$ cat src/rtl/ct_sysio_kid_mc_pkg.sv
// Shared encodings for the multi-core sysio kid: wakeup FSM states, the lpmd "running" code
// and interrupt bit positions within one core's interrupt group.
package ct_sysio_kid_mc_pkg;

  typedef enum logic [1:0] {
    StRun  = 2'd0,
    StLpmd = 2'd1,
    StWake = 2'd2
  } wk_state_e;

  localparam logic [1:0] LPMD_RUN = 2'b11;

  localparam int unsigned INT_ME = 0;
  localparam int unsigned INT_SE = 1;
  localparam int unsigned INT_MS = 2;
  localparam int unsigned INT_SS = 3;
  localparam int unsigned INT_MT = 4;
  localparam int unsigned INT_ST = 5;

  function automatic logic is_lowpower(input logic [1:0] lpmd_b);
    return lpmd_b != LPMD_RUN;
  endfunction

endpackage

$ cat src/rtl/ct_sysio_kid_mc_if.sv
// Pad/PLIC/CLINT/PIU-facing signal bundle of the multi-core sysio kid.
// master = pad/PIU side driving the raw inputs, slave = the sysio kid.
interface ct_sysio_kid_mc_if #(
  parameter int unsigned CORE_NUM = 4,
  parameter int unsigned INT_NUM  = 6
);
  logic                         apb_clk_en;
  logic                         axim_clk_en;
  logic [CORE_NUM*INT_NUM-1:0]  int_in;
  logic [CORE_NUM-1:0]          pad_core_dbgrq_b;
  logic                         pad_core_dbg_mask;
  logic [2*CORE_NUM-1:0]        piu_sysio_lpmd_b;
  logic [2*CORE_NUM-1:0]        piu_sysio_jdb_pm;
  logic [CORE_NUM*INT_NUM-1:0]  sysio_piu_int;
  logic [CORE_NUM-1:0]          sysio_piu_dbgrq_b;
  logic                         sysio_had_dbg_mask_x;
  logic [CORE_NUM-1:0]          sysio_piu_wakeup;
  logic [2*CORE_NUM-1:0]        core_pad_lpmd_b;
  logic [2*CORE_NUM-1:0]        core_pad_jdb_pm;
  logic                         sysio_cluster_lpmd;

  modport master (
    output apb_clk_en, axim_clk_en, int_in, pad_core_dbgrq_b, pad_core_dbg_mask,
           piu_sysio_lpmd_b, piu_sysio_jdb_pm,
    input  sysio_piu_int, sysio_piu_dbgrq_b, sysio_had_dbg_mask_x, sysio_piu_wakeup,
           core_pad_lpmd_b, core_pad_jdb_pm, sysio_cluster_lpmd
  );

  modport slave (
    input  apb_clk_en, axim_clk_en, int_in, pad_core_dbgrq_b, pad_core_dbg_mask,
           piu_sysio_lpmd_b, piu_sysio_jdb_pm,
    output sysio_piu_int, sysio_piu_dbgrq_b, sysio_had_dbg_mask_x, sysio_piu_wakeup,
           core_pad_lpmd_b, core_pad_jdb_pm, sysio_cluster_lpmd
  );
endinterface

$ cat src/rtl/ct_sysio_kid_core.sv
// One core's slice: interrupt sync chain, debug-request debounce, lpmd/jdb registers and the
// low-power wakeup handshake FSM.
module ct_sysio_kid_core
  import ct_sysio_kid_mc_pkg::*;
#(
  parameter int unsigned INT_NUM     = 6,
  parameter int unsigned SYNC_STAGES = 2,
  parameter int unsigned DBG_FLT     = 3
) (
  input  logic               sysio_clk,
  input  logic               cpurst,
  input  logic               apb_clk_en,
  input  logic               axim_clk_en,
  input  logic [INT_NUM-1:0] int_in,
  input  logic               dbgrq_b_raw,
  input  logic [1:0]         lpmd_b_in,
  input  logic [1:0]         jdb_pm_in,
  output logic [INT_NUM-1:0] int_out,
  output logic               dbgrq_b,
  output logic               wakeup,
  output logic [1:0]         lpmd_b,
  output logic [1:0]         jdb_pm
);

  localparam int unsigned CntW = (DBG_FLT > 1) ? $clog2(DBG_FLT) : 1;
  localparam logic [CntW-1:0] CntMax = CntW'(DBG_FLT - 1);

  logic [SYNC_STAGES-1:0][INT_NUM-1:0] sync_q;
  logic                                dbg_q, dbg_d;
  logic [CntW-1:0]                     cnt_q, cnt_d;
  logic [1:0]                          lpmd_q, jdb_q;
  wk_state_e                           state_q, state_d;
  logic                                wakeup_q, wakeup_d;

  always_ff @(posedge sysio_clk or posedge cpurst) begin
    if (cpurst) begin
      sync_q <= '0;
    end else if (apb_clk_en) begin
      sync_q[0] <= int_in;
      for (int i = 1; i < SYNC_STAGES; i++) begin
        sync_q[i] <= sync_q[i-1];
      end
    end
  end

  // Output flips only after DBG_FLT consecutive differing samples; any agreeing sample restarts.
  always_comb begin
    dbg_d = dbg_q;
    cnt_d = '0;
    if (dbgrq_b_raw != dbg_q) begin
      if (cnt_q == CntMax) begin
        dbg_d = dbgrq_b_raw;
      end else begin
        cnt_d = cnt_q + 1'b1;
      end
    end
  end

  // Return to running takes priority over a pending wake cause.
  always_comb begin
    state_d = state_q;
    unique case (state_q)
      StRun:  if (is_lowpower(lpmd_q)) state_d = StLpmd;
      StLpmd: begin
        if (!is_lowpower(lpmd_q))          state_d = StRun;
        else if (|sync_q[SYNC_STAGES-1] || !dbg_q) state_d = StWake;
      end
      StWake: if (!is_lowpower(lpmd_q)) state_d = StRun;
      default: state_d = StRun;
    endcase
    wakeup_d = (state_d == StWake);
  end

  always_ff @(posedge sysio_clk or posedge cpurst) begin
    if (cpurst) begin
      dbg_q    <= 1'b1;
      cnt_q    <= '0;
      lpmd_q   <= LPMD_RUN;
      jdb_q    <= 2'b00;
      state_q  <= StRun;
      wakeup_q <= 1'b0;
    end else if (axim_clk_en) begin
      dbg_q    <= dbg_d;
      cnt_q    <= cnt_d;
      lpmd_q   <= lpmd_b_in;
      jdb_q    <= jdb_pm_in;
      state_q  <= state_d;
      wakeup_q <= wakeup_d;
    end
  end

  assign int_out = sync_q[SYNC_STAGES-1];
  assign dbgrq_b = dbg_q;
  assign wakeup  = wakeup_q;
  assign lpmd_b  = lpmd_q;
  assign jdb_pm  = jdb_q;

endmodule

$ cat src/rtl/ct_sysio_kid_mc.sv
// Multi-core sysio kid top: replicates the per-core slice and owns the cluster-wide
// debug mask and cluster low-power status registers.
module ct_sysio_kid_mc
  import ct_sysio_kid_mc_pkg::*;
#(
  parameter int unsigned CORE_NUM    = 4,
  parameter int unsigned INT_NUM     = 6,
  parameter int unsigned SYNC_STAGES = 2,
  parameter int unsigned DBG_FLT     = 3
) (
  input logic             sysio_clk,
  input logic             cpurst,
  ct_sysio_kid_mc_if.slave sio
);

  logic [CORE_NUM*INT_NUM-1:0] int_w;
  logic [CORE_NUM-1:0]         dbgrq_w;
  logic [CORE_NUM-1:0]         wakeup_w;
  logic [2*CORE_NUM-1:0]       lpmd_w;
  logic [2*CORE_NUM-1:0]       jdb_w;
  logic [CORE_NUM-1:0]         core_lp;
  logic                        mask_q;
  logic                        cluster_q;

  for (genvar c = 0; c < CORE_NUM; c++) begin : g_core
    ct_sysio_kid_core #(
      .INT_NUM    (INT_NUM),
      .SYNC_STAGES(SYNC_STAGES),
      .DBG_FLT    (DBG_FLT)
    ) u_core (
      .sysio_clk  (sysio_clk),
      .cpurst     (cpurst),
      .apb_clk_en (sio.apb_clk_en),
      .axim_clk_en(sio.axim_clk_en),
      .int_in     (sio.int_in[c*INT_NUM +: INT_NUM]),
      .dbgrq_b_raw(sio.pad_core_dbgrq_b[c]),
      .lpmd_b_in  (sio.piu_sysio_lpmd_b[2*c +: 2]),
      .jdb_pm_in  (sio.piu_sysio_jdb_pm[2*c +: 2]),
      .int_out    (int_w[c*INT_NUM +: INT_NUM]),
      .dbgrq_b    (dbgrq_w[c]),
      .wakeup     (wakeup_w[c]),
      .lpmd_b     (lpmd_w[2*c +: 2]),
      .jdb_pm     (jdb_w[2*c +: 2])
    );
    assign core_lp[c] = is_lowpower(lpmd_w[2*c +: 2]);
  end

  always_ff @(posedge sysio_clk or posedge cpurst) begin
    if (cpurst) begin
      mask_q    <= 1'b0;
      cluster_q <= 1'b0;
    end else if (sio.axim_clk_en) begin
      mask_q    <= sio.pad_core_dbg_mask;
      cluster_q <= &core_lp;
    end
  end

  assign sio.sysio_piu_int        = int_w;
  assign sio.sysio_piu_dbgrq_b    = dbgrq_w;
  assign sio.sysio_piu_wakeup     = wakeup_w;
  assign sio.core_pad_lpmd_b      = lpmd_w;
  assign sio.core_pad_jdb_pm      = jdb_w;
  assign sio.sysio_had_dbg_mask_x = mask_q;
  assign sio.sysio_cluster_lpmd   = cluster_q;

endmodule

$ cat src/flat_wrapper.sv
// flat-port wrapper written by rule: the top's interface ports become plain ports
module ct_sysio_kid_mc_flat import ct_sysio_kid_mc_pkg::*;
#(
  parameter int unsigned CORE_NUM    = 4,
  parameter int unsigned INT_NUM     = 6,
  parameter int unsigned SYNC_STAGES = 2,
  parameter int unsigned DBG_FLT     = 3
)
  (sysio_clk, cpurst, sio_apb_clk_en, sio_axim_clk_en, sio_int_in, sio_pad_core_dbgrq_b, sio_pad_core_dbg_mask, sio_piu_sysio_lpmd_b, sio_piu_sysio_jdb_pm, sio_sysio_piu_int, sio_sysio_piu_dbgrq_b, sio_sysio_had_dbg_mask_x, sio_sysio_piu_wakeup, sio_core_pad_lpmd_b, sio_core_pad_jdb_pm, sio_sysio_cluster_lpmd);
  ct_sysio_kid_mc_if #(.CORE_NUM(CORE_NUM), .INT_NUM(INT_NUM)) sio_i ();
  input logic sysio_clk;
  input logic cpurst;
  input wire logic [$bits(sio_i.apb_clk_en)-1:0] sio_apb_clk_en;
  input wire logic [$bits(sio_i.axim_clk_en)-1:0] sio_axim_clk_en;
  input wire logic [$bits(sio_i.int_in)-1:0] sio_int_in;
  input wire logic [$bits(sio_i.pad_core_dbgrq_b)-1:0] sio_pad_core_dbgrq_b;
  input wire logic [$bits(sio_i.pad_core_dbg_mask)-1:0] sio_pad_core_dbg_mask;
  input wire logic [$bits(sio_i.piu_sysio_lpmd_b)-1:0] sio_piu_sysio_lpmd_b;
  input wire logic [$bits(sio_i.piu_sysio_jdb_pm)-1:0] sio_piu_sysio_jdb_pm;
  output wire logic [$bits(sio_i.sysio_piu_int)-1:0] sio_sysio_piu_int;
  output wire logic [$bits(sio_i.sysio_piu_dbgrq_b)-1:0] sio_sysio_piu_dbgrq_b;
  output wire logic [$bits(sio_i.sysio_had_dbg_mask_x)-1:0] sio_sysio_had_dbg_mask_x;
  output wire logic [$bits(sio_i.sysio_piu_wakeup)-1:0] sio_sysio_piu_wakeup;
  output wire logic [$bits(sio_i.core_pad_lpmd_b)-1:0] sio_core_pad_lpmd_b;
  output wire logic [$bits(sio_i.core_pad_jdb_pm)-1:0] sio_core_pad_jdb_pm;
  output wire logic [$bits(sio_i.sysio_cluster_lpmd)-1:0] sio_sysio_cluster_lpmd;
  assign sio_i.apb_clk_en = sio_apb_clk_en;
  assign sio_i.axim_clk_en = sio_axim_clk_en;
  assign sio_i.int_in = sio_int_in;
  assign sio_i.pad_core_dbgrq_b = sio_pad_core_dbgrq_b;
  assign sio_i.pad_core_dbg_mask = sio_pad_core_dbg_mask;
  assign sio_i.piu_sysio_lpmd_b = sio_piu_sysio_lpmd_b;
  assign sio_i.piu_sysio_jdb_pm = sio_piu_sysio_jdb_pm;
  assign sio_sysio_piu_int = sio_i.sysio_piu_int;
  assign sio_sysio_piu_dbgrq_b = sio_i.sysio_piu_dbgrq_b;
  assign sio_sysio_had_dbg_mask_x = sio_i.sysio_had_dbg_mask_x;
  assign sio_sysio_piu_wakeup = sio_i.sysio_piu_wakeup;
  assign sio_core_pad_lpmd_b = sio_i.core_pad_lpmd_b;
  assign sio_core_pad_jdb_pm = sio_i.core_pad_jdb_pm;
  assign sio_sysio_cluster_lpmd = sio_i.sysio_cluster_lpmd;
  ct_sysio_kid_mc #(.CORE_NUM(CORE_NUM), .INT_NUM(INT_NUM), .SYNC_STAGES(SYNC_STAGES), .DBG_FLT(DBG_FLT)) u_core (.sysio_clk(sysio_clk), .cpurst(cpurst), .sio(sio_i));
endmodule
$ cat config.mk
export PLATFORM = sky130hd
export DESIGN_NAME = ct_sysio_kid_mc_flat
export DESIGN_NICKNAME = d
export VERILOG_FILES = /design/src/rtl/ct_sysio_kid_mc_pkg.sv /design/src/rtl/ct_sysio_kid_mc_if.sv /design/src/rtl/ct_sysio_kid_core.sv /design/src/rtl/ct_sysio_kid_mc.sv /design/src/flat_wrapper.sv
export SDC_FILE = /design/constraint.sdc
export NUM_CORES = 1
export LEC_CHECK = 0
export ABC_AREA = 1
export BUFFER_PORTS_ARGS = -buffer_cell sky130_fd_sc_hd__buf_2
export CAP_MARGIN = 10
export CORE_MARGIN = 5
export CORE_UTILIZATION = 40
export DETAILED_ROUTE_END_ITERATION = 12
export HOLD_SLACK_MARGIN = 0.12
export PLACE_DENSITY = 0.65
export SLEW_MARGIN = 25
export SYNTH_ARGS = -nofsm -noshare
export SYNTH_HDL_FRONTEND = slang
export SYNTH_SLANG_ARGS = --single-unit
$ cat constraint.sdc
create_clock -name sysio_clk -period 2.9 [get_ports sysio_clk]
set_input_delay 0.435 -clock sysio_clk [delete_from_list [all_inputs] [get_ports sysio_clk]]
set_output_delay 0.435 -clock sysio_clk [all_outputs]
set_load 0.02 [all_outputs]
; Word level (Yosys, flattened, before mapping)
; Cells that the tools add are included.
[word_totals]
register_bits = 90
inputBits = 49
out_inout_bits = 50
word_cells = 111
[classes]
addsub = 4
eq_ne = 24
n_mux = 28
n_reduce_logical = 21
[op_table]
columns = op, n
row1 = 2-bit 2-to-1 mux, 24
row2 = "2-bit equality test, second input constant", 12
row3 = 2-bit one-hot mux with 3 select lines, 4
row4 = 6-bit OR reduction, 4
row5 = 3-bit AND reduction, 4
row6 = "2-bit by 1-bit adder with 2-bit output, second input constant", 4
row7 = "2-bit by 1-bit equality test with 1-bit output, second input constant", 4
row8 = 2-bit logical NOT, 4
row9 = "2-bit != test, second input constant", 4
row10 = 1-bit logical NOT, 4
row11 = 1-bit logical OR, 4
row12 = 1-bit != test, 4
row13 = 4-bit AND reduction, 1

; Depth between registers and ports, before layout
; Gate-level depths: netlist of run 1.
[logic_depth]
word_depth = 6
ltp_mapped = 8
ltp_nobuf = 8

; Cells and area by module
; Synthesis of run 1 repeated with hierarchy kept, for this count alone.
[unflattened]
cells_unflattened = 431
area_unflattened_um2 = 3953.8
[by_module_without_submodules]
columns = mod, instances, cells_per_inst, area_per_inst_um2, seq_area_each_um2
row1 = ct_sysio_kid_core, 4, 104, 962.2, 554.3
row2 = ct_sysio_kid_mc, 1, 15, 105.1, 50.0

; Worst setup path after synthesis of run 1
; OpenSTA, ideal clock, no wires.
[synth_path]
path_type = input to register
from = input sio_apb_clk_en
to = register u_core.g_core[0].u_core.sync_q[0] in the netlist's numbering
setup_time_ns = 0.125
arrival_time_ns = 1.020
required_time_ns = 2.775
slack_ns = 1.756
cell_stages = 3
n_path_buf = 2
path_cell_list = buf_4 > buf_6 > mux2_2
[synth_lines]
columns = element, line_no
row1 = start: declaration, flat_wrapper.sv:13  ; input wire logic [$bits(sio_i.apb_clk_en)-1:0] sio_apb_clk_en;
row2 = end signal: indexed assignment, ct_sysio_kid_core.sv:41  ; sync_q[i] <= sync_q[i-1];
row3 = end: declaration, ct_sysio_kid_core.sv:28  ; logic [SYNC_STAGES-1:0][INT_NUM-1:0] sync_q;
; No word-level cell between the ends.

; Worst setup path after layout of run 1
[layout_path]
from = register u_core.g_core[3].u_core.dbg_q
to = output sio_sysio_piu_dbgrq_b[3]
[layout_lines]
columns = element, line_no
row1 = start: declaration, ct_sysio_kid_core.sv:29  ; logic dbg_q, dbg_d;
row2 = start signal: assignment, ct_sysio_kid_core.sv:83  ; dbg_q <= dbg_d;
row3 = end: declaration, flat_wrapper.sv:21  ; output wire logic [$bits(sio_i.sysio_piu_dbgrq_b)-1:0] sio_sysio_piu_dbgrq_b;
; No word-level cell between the ends.

==> impl_metrics.json, run 1 <==
{
  "postCtsHoldBufs": 0,
  "place_area_mm2": 0.00430,
  "status": "complete, no violations",
  "dieArea_mm2": 0.0118,
  "required_ns": 2.47,
  "fin_nets": 538,
  "placed_cells": 611,
  "cts_tree": "built",
  "slowest_stage": "dfstp_2",
  "critical_path.cell_chain": "buf_2",
  "syn_nets": 472,
  "io_buffers": 98,
  "period_needed_ns": 1.56,
  "hold_viol": 0,
  "wire_per_inst_um": 12.1,
  "cts-root-buf": "clkbuf_8",
  "grt_pass1_wl_um": 12600,
  "synth_top_area_share_pct": 49.9,
  "die_w_um": 109,
  "syn2layout_area_growth_pct": 15.2,
  "fin_ws_ns": 1.34,
  "cts_buffers": 9,
  "pre_cts_slack_ns": 1.10,
  "postCtsSetupBuffers": 0,
  "critPathBufInv": 1,
  "clock_sinks": 90,
  "grt_max_degree": 49,
  "synth_edf_count": 0,
  "maxSlewViolCount": 0,
  "cts-resized-gates": 0,
  "clk_pin_slew_ns": 0.09,
  "synth.area.top_cells": "dfrtp_1, nand2_1, dfstp_2",
  "die_y_um": 109,
  "r2r_slack_ns": 1.70,
  "internal-power_mw": 2.24,
  "vdd_drop_max_v": 0.000374,
  "hold_ws_ns": 0.132,
  "startpoint": "u_core.g_core[3].u_core.dbgrq_b",
  "ff2ff_path_depth": 7,
  "drcViolationCount": 0,
  "cts_buffer_depth": 2,
  "antenna_found_initial": 0,
  "synth_top_cell_by_area": "dfrtp_1",
  "power_frac_comb_pct": 23.5,
  "ant_nets": 0,
  "syn_area_mm2": 0.00391,
  "final_cells": 627,
  "startpoint_type": "flop",
  "synth_cell_types": 19,
  "place_congestion": 0.735,
  "p_seq_share_pct": 50.6,
  "htreeDepth": 3,
  "crit_path_end": "sio_sysio_piu_dbgrq_b[3]",
  "tns_ns": 0,
  "avgSynthCellArea_um2": 9.24,
  "clock_latency_ns": 0.35,
  "max_freq_ghz": 0.642,
  "timing.rr.end": "u_core.g_core[1].u_core.wakeup",
  "cp_top_family": "flip-flops",
  "wirelength_um": 7620,
  "mostFrequentLayoutCells": "nand2_1, buf_2, dfrtp_1",
  "yosys_register_bits": 90,
  "diodes": 0,
  "min_period_over_period_pct": 53.7,
  "synthArstFlopShare_pct": 100,
  "worst_pin_slew_ns": 0.586,
  "vias_per_cell": 4.44,
  "core_area_mm2": 0.00964,
  "ys_seq_area_share_pct": 58.0,
  "dp_hpwl_um": 5480,
  "drtIter0Drc": 71,
  "cpPeakStageDelay_ns": 0.59,
  "fin_area_mm2": 0.00450,
  "crit_arrival_ns": 1.12,
  "io_pins": 99,
  "cap_viol_max_count": 0,
  "rsz0062_at_grt": "no",
  "syn_inst": 423,
  "grt.total_usage_pct": 13.6,
  "rows": 36,
  "power_density_mw_per_mm2": 744,
  "min_path_type": "in -> async",
  "final_common_cell": "nand2_1",
  "path_depth": 1,
  "r2r-start": "u_core.g_core[1].u_core.dbgrq_b",
  "relSlewSlack_pct": 60.9,
  "path_class": "reg -> out",
  "setup_viol": 0,
  "grt_pass1_vias": 2772,
  "path_max_fanout": 5,
  "start_util_pct": 40.6,
  "route.vias.total": 2785,
  "cellLeakagePower_nw": 2.36,
  "drive_gt1_share_pct": 30.6,
  "drt-pass1-iter-count": 4,
  "fin_skew_ns": 0.00822,
  "power_switching_mw": 1.11,
  "grt_overflow": 0,
  "fill_cells": 1002,
  "synth_ff_type": "dfrtp_1",
  "yosys_warnings": 0,
  "crit_path_end_kind": "output port",
  "p_sw_share_pct": 33.0,
  "clkPwrFrac_pct": 25.9
}
-- kinds of logic (layout without fill, tap and decap cells) --
family | Yosys count | in the layout | synth area share (%)
AOI/OAI and AO/OA | 51 | 51 | 6.88
buffers and inverters | 88 | 159 | 12.1
DFF | 90 | 90 | 58.0
muxes | 20 | 20 | 5.76
and+or+nand+nor | 174 | 174 | 17.3
-- state kept, by name, indices dropped and copies added, names as in the netlist --
name                             count
u_core.g_core.u_core.dbgrq_b         4
u_core.g_core.u_core.lpmd_b          8
u_core.sio.sysio_had_dbg_mask_x      1
u_core.g_core.u_core.sync_q         24
u_core.g_core.u_core.cnt_q           8
u_core.g_core.u_core.state_q         8
u_core.g_core.u_core.jdb_pm          8
u_core.sio.sysio_cluster_lpmd        1
u_core.g_core.u_core.int_out        24
u_core.g_core.u_core.wakeup          4
-- metal layers --
metal  track usage (%)  vias to the layer above  part of all wire, %
li1                  -                     1417                    -
met1              17.6                     1306                   45
met2              22.0                       54                   48
met3              4.09                        8                  5.1
met4              4.33                        0                  1.4
met5                 0                        -                    0
-- area by class of cell --
| cell class | count | area, µm² | share of cell area (%) |
|---|---|---|---|
| repair buffers | 101 | 538 | 11.9 |
| clock inverters | 5 | 61.3 | 1.36 |
| well taps | 133 | 166 | 3.69 |
| inverters | 42 | 160 | 3.56 |
| flip-flops and latches | 90 | 2270 | 50.3 |
| clock buffers | 11 | 141 | 3.14 |
| multi-input cells | 245 | 1170 | 26.0 |
-- power by group through the flow --
stage          clock [mW]  sequential [mW]  combinational (mW)
6_report            0.868             1.70               0.786
5_1_grt             0.959             1.73               0.894
4_1_cts             0.892             1.70               0.802
3_5_place_dp            0             1.72               0.800
3_3_place_gp            0             1.71               0.770
2_1_floorplan           0             1.70               0.661
-- synthesized netlist by cell type, types with 3 or more instances --
| cell | n |
|---|---|
| nand2_1 | 148 |
| nand3b_1 | 3 |
| mux2_2 | 20 |
| dfstp_2 | 12 |
| buf_4 | 33 |
| buf_2 | 8 |
| nor2_1 | 15 |
| o22ai_1 | 6 |
| clkbuf_1 | 4 |
| nand3_1 | 7 |
| dfrtp_1 | 78 |
| a21oi_1 | 10 |
| o21ai_0 | 33 |
| inv_1 | 41 |
-- how the worst min path moves through the flow --
stage / startpoint / end / cells after the start
final: cpurst / u_core.g_core[3].u_core.jdb_pm[1] / 2
after global routing: cpurst / u_core.g_core[3].u_core.jdb_pm[1] / 2
after CTS: cpurst / u_core.g_core[1].u_core.jdb_pm[1] / 2
after detailed placement: u_core.g_core[2].u_core.jdb_pm[0] / u_core.g_core[2].u_core.jdb_pm[0] / 2
after global placement: u_core.g_core[1].u_core.jdb_pm[1] / u_core.g_core[1].u_core.jdb_pm[1] / 2
after floorplan: u_core.g_core[3].u_core.sync_q[0] / u_core.g_core[3].u_core.int_out[0] / 2
-- stage by stage --
stage          utilization [%]  power (mW)
3_5_place_dp              44.6        2.52
4_1_cts                   46.7        3.39
5_1_grt                   46.7        3.59
2_1_floorplan                -        2.37
3_3_place_gp              44.6        2.48
6_report                  46.7        3.35
Note: power is estimated with default switching activity, not from simulation.
==> run 2: changes to the inputs <==
- ABC_AREA: 1 -> 0
- PLACE_DENSITY: 0.65 -> unset
- clock period: 2.9 -> 1.6 ns (I/O delays scaled with it)
==> impl_metrics.json, run 2 <==
{
  "hold_viol": 0,
  "power_density_mw_per_mm2": 1260,
  "cts_tree": "built",
  "path_max_fanout": 3,
  "drtIter0Drc": 62,
  "grt_max_degree": 64,
  "synth.area.top_cells": "dfrtp_1, mux2_2, dfstp_2",
  "diodes": 0,
  "period_needed_ns": 1.58,
  "setup_viol": 0,
  "relSlewSlack_pct": 70.7,
  "drt-pass1-iter-count": 4,
  "fin_skew_ns": 0.0110,
  "start_util_pct": 40.3,
  "yosys_warnings": 0,
  "grt.total_usage_pct": 13.5,
  "ant_nets": 0,
  "syn_inst": 292,
  "rsz0062_at_grt": "yes",
  "clock_latency_ns": 0.34,
  "final_core_util_pct": 50.8,
  "status": "complete, no violations",
  "vias_per_cell": 4.65,
  "grt_pass1_vias": 2696,
  "tns_ns": 0,
  "final_cells": 541,
  "min_path_type": "in -> reg",
  "avgSynthCellArea_um2": 13.3,
  "die_y_um": 109,
  "wire_per_inst_um": 13.9,
  "synth_top_cell_by_area": "dfrtp_1",
  "pre_cts_slack_ns": -0.0108,
  "vdd_drop_max_v": 0.000667,
  "grt_overflow": 0,
  "cts-root-buf": "clkbuf_8",
  "die_w_um": 109,
  "clock_sinks": 90,
  "antenna_found_initial": 0,
  "whs_endpoint": "u_core.g_core[1].u_core.jdb_pm[0]",
  "cellLeakagePower_nw": 2.25,
  "cts_buffers": 9,
  "r2r-start": "u_core.g_core[3].u_core.dbgrq_b",
  "syn2layout_area_growth_pct": 26.1,
  "io_pins": 99,
  "synth_common_cells": "dfrtp_1, mux2_2, buf_4, nand2_1, dfstp_2",
  "place_congestion": 0.710,
  "drcViolationCount": 0,
  "rows": 36,
  "grt_pass1_wl_um": 12500,
  "ys_seq_area_share_pct": 58.4,
  "final_common_cell": "buf_2",
  "io_buffers": 98,
  "wirelength_um": 7530,
  "syn_nets": 341,
  "synth_edf_count": 0,
  "mostFrequentLayoutCells": "buf_2, dfrtp_1, mux2_2",
  "drive_gt1_share_pct": 50.2,
  "min_period_over_period_pct": 98.6,
  "clk_pin_slew_ns": 0.09,
  "crit_path_end_kind": "flop",
  "ff2ff_path_depth": 3,
  "required_ns": 1.81,
  "startpoint_type": "flop",
  "power_mw": 6.16,
  "cap_viol_max_count": 0,
  "htreeDepth": 3,
  "dieArea_mm2": 0.0118,
  "max_freq_ghz": 0.634,
  "placed_cells": 486,
  "core_area_mm2": 0.00964,
  "r2r_slack_ns": 0.02,
  "path_class": "reg -> reg",
  "synth_ff_type": "dfrtp_1",
  "synthArstFlopShare_pct": 100,
  "cts_buffer_depth": 2,
  "fin_nets": 453,
  "maxSlewViolCount": 0,
  "syn_area_mm2": 0.00388,
  "route.vias.total": 2513,
  "hold_depth": 2,
  "yosysMostFrequentCell": "dfrtp_1",
  "synth_top_area_share_pct": 50.3,
  "timing.rr.end": "u_core.g_core[3].u_core.wakeup",
  "min_from": "sio_piu_sysio_jdb_pm[2]",
  "yosys_register_bits": 90,
  "fin_ws_ns": 0.0225,
  "worst_pin_slew_ns": 0.438,
  "synth_cell_types": 30,
  "dp_hpwl_um": 5240,
  "crit_arrival_ns": 1.78
}
[run 2: cell types whose count changed after synthesis, moves of 4 or more]
cell,before,now
nand2_1,148,17
mux2_2,20,69
inv_1,41,8
o21ai_0,33,4
nor2_1,15,3
nand2b_1,0,7
nand3_1,7,0
a211oi_1,0,6
nor3_1,0,6
a21oi_1,10,6
xor2_1,0,4
[run 2: worst max-delay path by stage]
stage	from	end	slack [ns]	depth (start not counted)
3_5_place_dp	u_core.g_core[3].u_core.dbgrq_b	u_core.g_core[3].u_core.state_q[1]	-0.01	3
2_1_floorplan	u_core.g_core[3].u_core.dbgrq_b	u_core.g_core[3].u_core.state_q[1]	0.07	3
4_1_cts	u_core.g_core[3].u_core.dbgrq_b	u_core.g_core[3].u_core.wakeup	0.02	3
6_report	u_core.g_core[3].u_core.dbgrq_b	u_core.g_core[3].u_core.wakeup	0.02	3
3_3_place_gp	u_core.g_core[3].u_core.dbgrq_b	u_core.g_core[3].u_core.wakeup	0.02	3
5_1_grt	u_core.g_core[3].u_core.dbgrq_b	u_core.g_core[3].u_core.wakeup	-0.04	3
[run 2: metrics by stage]
stage	hold WS, ns	cell area, µm²
CTS	0.121	4890
finish	0.141	4900
detailed placement	0.370	4330
global placement	0.366	4330
global route	0.120	4900
floorplan	0.391	3890
[run 2: logic make-up after synthesis]
kind of cell           share of synthesized area [%]
flip-flops                                      58.4
multiplexers                                    20.0
buffers and inverters                           8.22
AND/OR/NAND/NOR                                 5.70
AO/OA/AOI/OAI                                   6.80
XOR/XNOR                                       0.902
[run 2: area by class of cell]
cell class              instances  area (µm²)
clock buffers                   9         124
clock inverters                 6        42.5
fillers                       858        4740
inverters                       8        33.8
multi-input cells             151        1300
flip-flops and latches         90        2270
well taps                     133         166
repair buffers                144         958
[run 2: metal layers]
metal | vias to the layer above | global-route usage (%) | routed length, µm
li1 | 1218 | - | -
met1 | 1232 | 17.1 | 3330
met2 | 59 | 22.9 | 3740
met3 | 4 | 3.16 | 384
met4 | 0 | 4.33 | 66
met5 | - | 0 | 0
[run 2: what timing repair did]
| item | CTS | global route |
|---|---|---|
| setup buffers | 1 | 0 |
| hold endpoints to repair | 116 | 0 |
| pin swaps | 1 | 0 |
| resized for setup | 0 | 1 |
| endpoints found under the setup margin | 2 | 4 |
| gates cloned | 0 | 0 |
| hold buffers | 39 | 0 |
[run 2: worst max-delay path, stage by stage, from the launching register on]
cell and delay, ns:
dfstp_2 0.54, or4b_4 0.47, o41ai_4 0.27, o221ai_1 0.17
[run 2: power by group]
part	switching (mW)	internal, mW	total [mW]
registers	0.327	2.80	3.13
clock network	0.787	0.559	1.35
logic	0.883	0.800	1.68
total	2.00	4.16	6.16
==> run 3: changes to the inputs <==
- BUFFER_PORTS_ARGS: -buffer_cell sky130_fd_sc_hd__buf_2 -> unset
- DONT_BUFFER_PORTS: unset -> 1
==> impl_metrics.json, run 3 (same netlist as run 2, synthesis figures left out) <==
{
  "status": "complete, no violations",
  "power_mw": 6.54,
  "cap_viol_max_count": 0,
  "placed_cells": 405,
  "cellLeakagePower_nw": 2.09,
  "final_common_cell": "dfrtp_1",
  "clock_sinks": 90,
  "grt_max_degree": 91,
  "power_density_mw_per_mm2": 1340,
  "clock_latency_ns": 0.35,
  "fin_area_mm2": 0.00489,
  "core_area_mm2": 0.00964,
  "rsz0062_at_grt": "yes",
  "crit_path_end_kind": "flop",
  "grt_pass1_vias": 2559,
  "start_util_pct": 40.3,
  "path_max_fanout": 3,
  "cts_tree": "built",
  "mostFrequentLayoutCells": "dfrtp_1, mux2_2, dlygate4sd3_1",
  "drcViolationCount": 0,
  "wire_per_inst_um": 16.2,
  "vias_per_cell": 4.91,
  "worst_pin_slew_ns": 0.470,
  "cts_buffers": 9,
  "drive_gt1_share_pct": 35.0,
  "ant_nets": 0,
  "cts-root-buf": "clkbuf_8",
  "min_path_type": "in -> reg",
  "htreeDepth": 3,
  "route.vias.total": 2405,
  "syn2layout_area_growth_pct": 26.0,
  "drt-pass1-iter-count": 4,
  "max_freq_ghz": 0.630,
  "path_class": "reg -> reg",
  "dieArea_mm2": 0.0118,
  "fin_nets": 401,
  "fin_skew_ns": 0.0107,
  "hold_viol": 0,
  "crit_arrival_ns": 1.79,
  "drtIter0Drc": 89,
  "period_needed_ns": 1.59,
  "startpoint_type": "flop",
  "die_w_um": 109,
  "postCtsSetupBuffers": 0,
  "vdd_drop_max_v": 0.000614,
  "cts-resized-gates": 0,
  "maxSlewViolCount": 0,
  "place_congestion": 0.619,
  "dp_hpwl_um": 4740,
  "r2r_slack_ns": 0.01,
  "clk_pin_slew_ns": 0.09,
  "place_area_mm2": 0.00395,
  "setup_viol": 0,
  "antenna_found_initial": 0,
  "io_pins": 99,
  "grt_pass1_wl_um": 12700,
  "hold_ws_ns": 0.135,
  "cts_buffer_depth": 2,
  "required_ns": 1.80,
  "grt.total_usage_pct": 13.8,
  "min_period_over_period_pct": 99.2,
  "relSlewSlack_pct": 68.7,
  "diodes": 0,
  "rows": 36,
  "grt_overflow": 0,
  "die_y_um": 109,
  "final_cells": 490,
  "io_buffers": 0,
  "wirelength_um": 7930
}
## run 3: final cells by class
cell class | instances | area [µm²]
Tap cell | 133 | 166
Timing Repair Buffer | 92 | 896
Clock buffer | 10 | 138
Multi-Input combinational cell | 151 | 1300
Sequential cell | 90 | 2270
Clock inverter | 6 | 96.3
Fill cell | 850 | 4740
Inverter | 8 | 33.8
## run 3: path summary, 6_finish.rpt
check / from / to / cells after the start
setup reg to reg: u_core.g_core[3].u_core.dbgrq_b / u_core.g_core[3].u_core.wakeup / 3
setup / recovery: u_core.g_core[3].u_core.dbgrq_b / u_core.g_core[3].u_core.wakeup / 3
min in group asynchronous: cpurst / u_core.g_core[2].u_core.jdb_pm[0] / 3
max in group asynchronous: cpurst / u_core.g_core[3].u_core.dbgrq_b / 3
hold reg to reg: u_core.g_core[2].u_core.sync_q[3] / u_core.g_core[2].u_core.int_out[3] / 1
hold / removal: sio_axim_clk_en / u_core.g_core[1].u_core.wakeup / 2
## run 3: metal layers
layer / share of wire, % / up-vias / wire [µm] / GRT usage (%)
met1: 43 / 1219 / 3380 / 16.9
met3: 5.9 / 8 / 467 / 3.76
li1: - / 1114 / - / -
met2: 50 / 64 / 3950 / 23.3
met4: 1.6 / 0 / 129 / 5.14
met5: 0 / - / 0 / 0
## run 3: through the flow
step	TNS, ns	util (%)	setup slack, ns
final	0	50.8	0.0132
after global routing	-0.107	50.8	-0.0565
after CTS	0	50.7	0.00190
after detailed placement	0	41.0	0.0320
after global placement	0	41.0	0.0653
after floorplan	0	-	0.0654
## run 3: what timing repair did
| action | CTS | global route |
|---|---|---|
| hold buffers | 68 | 1 |
| endpoints found under the hold margin | 160 | 1 |
| setup endpoints to repair | 0 | 2 |
## run 3: critical path, cell delays in order, from the launching register on
cell and delay (ns):
dfstp_2 0.53, or4b_4 0.46, o41ai_4 0.27, o221ai_1 0.18
## run 3: power by group
part | switching (mW) | internal, mW
clock | 0.821 | 0.942
combinational | 0.678 | 0.798
sequential | 0.501 | 2.80
